$ cat config.mk
export PLATFORM = sky130hd
export DESIGN_NAME = integrate_dump
export DESIGN_NICKNAME = d
export VERILOG_FILES = /design/src/rtl/integrate_dump_pkg.sv /design/src/rtl/integrate_dump_sat_add.sv /design/src/rtl/integrate_dump.sv
export SDC_FILE = /design/constraint.sdc
export NUM_CORES = 1
export LEC_CHECK = 0
export ABC_AREA = 1
export BUFFER_PORTS_ARGS = -buffer_cell sky130_fd_sc_hd__buf_2
export CAP_MARGIN = 20
export CORE_MARGIN = 3
export CORE_UTILIZATION = 53
export CTS_BUF_LIST = sky130_fd_sc_hd__clkbuf_8
export DETAILED_ROUTE_END_ITERATION = 10
export PLACE_DENSITY = 0.84
export SLEW_MARGIN = 30
export SYNTH_ARGS = -nofsm -noshare
export SYNTH_HDL_FRONTEND = slang
export SYNTH_SLANG_ARGS = --single-unit
$ cat constraint.sdc
create_clock -name clk -period 1.98 [get_ports clk]
set_clock_uncertainty 0.15 [all_clocks]
set_input_delay 0.198 -clock clk [delete_from_list [all_inputs] [get_ports clk]]
set_output_delay 0.198 -clock clk [all_outputs]
set_load 0.05 [all_outputs]
$ cat src/rtl/integrate_dump_pkg.sv
// rtl/integrate_dump_pkg.sv - shared constant function for sizing the window counter
package integrate_dump_pkg;

    // Ceiling log2, used at elaboration time to size counters.
    function automatic int clog2(input int v);
        int r;
        r = 0;
        for (int i = 0; i < 32; i++) begin
            if ((64'd1 << r) < 64'(v)) begin
                r = r + 1;
            end
        end
        return r;
    endfunction

endpackage

$ cat src/rtl/integrate_dump_sat_add.sv
// rtl/integrate_dump_sat_add.sv - signed adder with wrap or saturate on overflow
//
// Ports:
//   a, b : w-bit signed operands
//   y    : w-bit signed result (wrapped or clamped per sat)
//   ov   : true sum did not fit in w signed bits
module sat_add #(
    parameter int w   = 12,
    parameter int sat = 0
) (
    input  logic [w-1:0] a,
    input  logic [w-1:0] b,
    output logic [w-1:0] y,
    output logic         ov
);

    logic [w:0] sum;
    logic [w-1:0] lim_max;
    logic [w-1:0] lim_min;

    assign sum     = {a[w-1], a} + {b[w-1], b};
    assign lim_max = {1'b0, {(w-1){1'b1}}};
    assign lim_min = {1'b1, {(w-1){1'b0}}};

    // The w+1-bit sum fits in w bits exactly when its top two bits agree.
    assign ov = sum[w] ^ sum[w-1];

    always_comb begin
        y = sum[w-1:0];
        if (ov && (sat != 0)) begin
            // sum[w] is the true sign, so it selects which limit was crossed.
            y = sum[w] ? lim_min : lim_max;
        end
    end

endmodule

$ cat src/rtl/integrate_dump.sv
// rtl/integrate_dump.sv - windowed signed integrate-and-dump with overflow flag
//
// Ports:
//   clk   : rising-edge clock
//   clr_n : asynchronous active-low reset
//   en    : sample qualifier
//   in    : n-bit signed sample
//   out   : m-bit signed window sum, held between dumps
//   stb   : one-cycle pulse after each dump
//   ovf   : overflow seen within the window just dumped
module integrate_dump
    import integrate_dump_pkg::*;
#(
    parameter int n   = 8,
    parameter int m   = 12,
    parameter int d   = 16,
    parameter int sat = 0
) (
    input  logic         clk,
    input  logic         clr_n,
    input  logic         en,
    input  logic [n-1:0] in,
    output logic [m-1:0] out,
    output logic         stb,
    output logic         ovf
);

    localparam int cw = (clog2(d) < 1) ? 1 : clog2(d);
    localparam logic [cw-1:0] last = cw'(d - 1);

    logic [m-1:0]  acc;
    logic [cw-1:0] cnt;
    logic          win_ovf;
    logic [m-1:0]  in_ext;
    logic [m-1:0]  result;
    logic          add_ovf;

    assign in_ext = m'($signed(in));

    sat_add #(
        .w   (m),
        .sat (sat)
    ) u_add (
        .a  (acc),
        .b  (in_ext),
        .y  (result),
        .ov (add_ovf)
    );

    always_ff @(posedge clk or negedge clr_n) begin
        if (!clr_n) begin
            acc     <= '0;
            cnt     <= '0;
            win_ovf <= 1'b0;
            out     <= '0;
            stb     <= 1'b0;
            ovf     <= 1'b0;
        end else begin
            stb <= 1'b0;
            if (en) begin
                if (cnt == last) begin
                    // Dump and restart so the next enabled sample opens a new window.
                    out     <= result;
                    ovf     <= win_ovf | add_ovf;
                    stb     <= 1'b1;
                    acc     <= '0;
                    cnt     <= '0;
                    win_ovf <= 1'b0;
                end else begin
                    acc     <= result;
                    cnt     <= cnt + 1'b1;
                    win_ovf <= win_ovf | add_ovf;
                end
            end
        end
    end

endmodule

==> results.sh <==
export IMPL_grt_first_pass_wirelength_um=6750
export IMPL_ys_seq_elements=31
export IMPL_dieHeight_um=64.7
export IMPL_mostFrequentLayoutCell="nand2_1"
export IMPL_cts_root_buf="clkbuf_8"
export IMPL_ys_seq_area_share_pct=42.5
export IMPL_maxCapViolCount=0
export IMPL_htree_levels=2
export IMPL_place_hpwl_um=2790
export IMPL_syn_area_mm2=0.00183
export IMPL_wl_per_cell_um=12.8
export IMPL_mostFrequentLayoutCells="nand2_1 (76), dfrtp_1 (31), inv_1 (24), buf_2 (24), nand3_1 (15)"
export IMPL_post_route_cell_area_mm2=0.00212
export IMPL_place_gp_congestion=0.910
export IMPL_cp_max_fo=4
export IMPL_antenna_found_initial=0
export IMPL_grt_ovfl_total=0
export IMPL_synth_distinct_cells=25
export IMPL_drt_iter0_markers=85
export IMPL_hold_violations=0
export IMPL_layout_min_cycle_time_ps=1850
export IMPL_die_w_um=64.7
export IMPL_coreArea_mm2=0.00318
export IMPL_status="finished clean"
export IMPL_num_io_pins=25
export IMPL_slew_viol_final=0
export IMPL_vias=1564
export IMPL_layout_drive_gt1_share_pct=21.6
export IMPL_antenna_left=0
export IMPL_drt_total_wl_um=3880
export IMPL_clk_pin_slew_ps=70
export IMPL_dp_slack_ps=70.9
export IMPL_drc=0
export IMPL_synth_area_per_cell_um2=7.94
export IMPL_grt_max_degree=32
export IMPL_n_antenna_cell=0
export IMPL_cts_tree="yes"
export IMPL_p_leak_nw=1.12
export IMPL_holdWs_ps=38.1
export IMPL_min_path_type="primary input to flop"
export IMPL_powerDensity_mw_per_mm2=1770
export IMPL_insertion_delay_ps=290
export IMPL_grt_total_usage_pct=21.1
export IMPL_peakVddDrop_mv=1.12
export IMPL_start_kind="flop"
export IMPL_crit_type="flop to flop"
export IMPL_rsz0062_at_grt="yes"
export IMPL_syn_num_nets=255
export IMPL_crit_required_ps=2010
export IMPL_clock_path_buffers=2
export IMPL_port_buffers=24
export IMPL_drtPass1Iterations=4
export IMPL_postCtsSetupBuffers=0
export IMPL_initial_core_util_pct=57.4
export IMPL_setup_viol=0
export IMPL_num_rows=20
export IMPL_dieArea_mm2=0.00418
export IMPL_cts_sinks=31
export IMPL_area_growth_pct=16.2
export IMPL_yosysWarnings=0
export IMPL_via_per_inst=5.16
export IMPL_worst_slew_pin_slew_ps=650
export IMPL_layout_nets=283
export IMPL_period_share_pct=93.6
export IMPL_synth_cells=230
export IMPL_endpoint_kind="flop"
export IMPL_relSlewSlack_pct=56.7
export IMPL_grt_pass1_vias=1538
export IMPL_arrival_ps=1890
export IMPL_placed_area_mm2=0.00198
export IMPL_cts_buffers_inserted=5
export IMPL_num_fill_cells=278
export IMPL_fin_ws_ps=126
export IMPL_timing_fmax_mhz=539
cell usage after synthesis (all sizes together):
cell type	n	share of area (%)
a21oi	8	2.2
buf	3	1.2
clkbuf	2	0.41
dfrtp	31	42
fa	1	1.1
ha	13	8.9
inv	24	4.9
nand2	78	16
nand3	18	5.8
nand4	2	0.69
nor2	17	4.2
o21ai	22	6.2
o21bai	2	1.0
xnor2	4	1.9
xor2	5	2.8
per-layer routing:
| metal | vias up | routed length [um] | share of wire, % | track usage [%] |
|---|---|---|---|---|
| li1 | 786 | - | - | - |
| met1 | 730 | 1710 | 44 | 27.7 |
| met5 | - | 0 | 0 | 0 |
| met4 | 0 | 63 | 1.6 | 8.44 |
| met2 | 39 | 1860 | 48 | 33.4 |
| met3 | 9 | 250 | 6.4 | 5.20 |
worst max-delay path, stage by stage (launching register included):
cell	delay, ps
dfrtp_1	400
ha_1	370
nand2_1	120
nor2_1	170
nand3_1	140
inv_1	80
nor2_1	50
nand2_1	60
nand3_1	100
nand2_1	80
nand2_1	40
cell type report:
class                   count  area (um^2)  share of cell area [%]
multi-input cells         170          982                    46.3
flip-flops and latches     31          776                    36.6
repair buffers             26          138                    6.49
inverters                  24         90.1                    4.25
clock buffers               5         68.8                    3.24
well taps                  44         55.1                    2.59
clock inverters             3         12.5                   0.590
report_power, final:
group          total, mW  internal (mW)  switching [mW]  leakage [nW]
Sequential          1.11          0.924           0.182         0.384
Clock              0.461          0.236           0.225        0.0505
Combinational       2.18          0.718            1.46         0.686
path summary, 6_finish.rpt:
kind,startpoint,end,slack [ps],cells past startpoint
min,en,cnt[0],40,2
min reg2reg,ovf,ovf,330,2
max reg2reg,acc[8],ovf,130,10
max,acc[8],ovf,130,10
min in group asynchronous,clr_n,acc[8],320,2
max in group asynchronous,clr_n,stb,930,2
cell families (layout without fill, tap and decap cells):
family	count (synthesis)	after routing	share of synthesized area, %
adders and majority gates	14	14	10.0
buffers and inverters	29	58	6.51
AOI/OAI and AO/OA	32	32	9.46
and+or+nand+nor	115	115	26.8
DFF	31	31	42.5
xor gates and xnor gates	9	9	4.73
metrics by stage:
| stage | power [mW] | util, % | instances | setup TNS [ps] |
|---|---|---|---|---|
| finish | 3.75 | 66.8 | 303 | 0 |
| global route | 4.08 | 66.8 | 303 | -132 |
| CTS | 3.65 | 65.2 | 303 | 0 |
| detailed placement | 3.16 | 62.3 | 294 | 0 |
| global placement | 3.10 | 62.3 | 294 | 0 |
| floorplan | 2.72 | - | 230 | 0 |
flip-flops by register name, indices dropped and copies added (netlist names):
name	count
stb	1
ovf	1
acc	12
win_ovf	1
cnt	4
out	12
timing repair:
item	CTS	global route
setup endpoints to repair	0	9
hold endpoints to repair	31	0
hold buffers	1	0
resized for setup	0	13
Note: power is estimated with default switching activity, not from simulation.
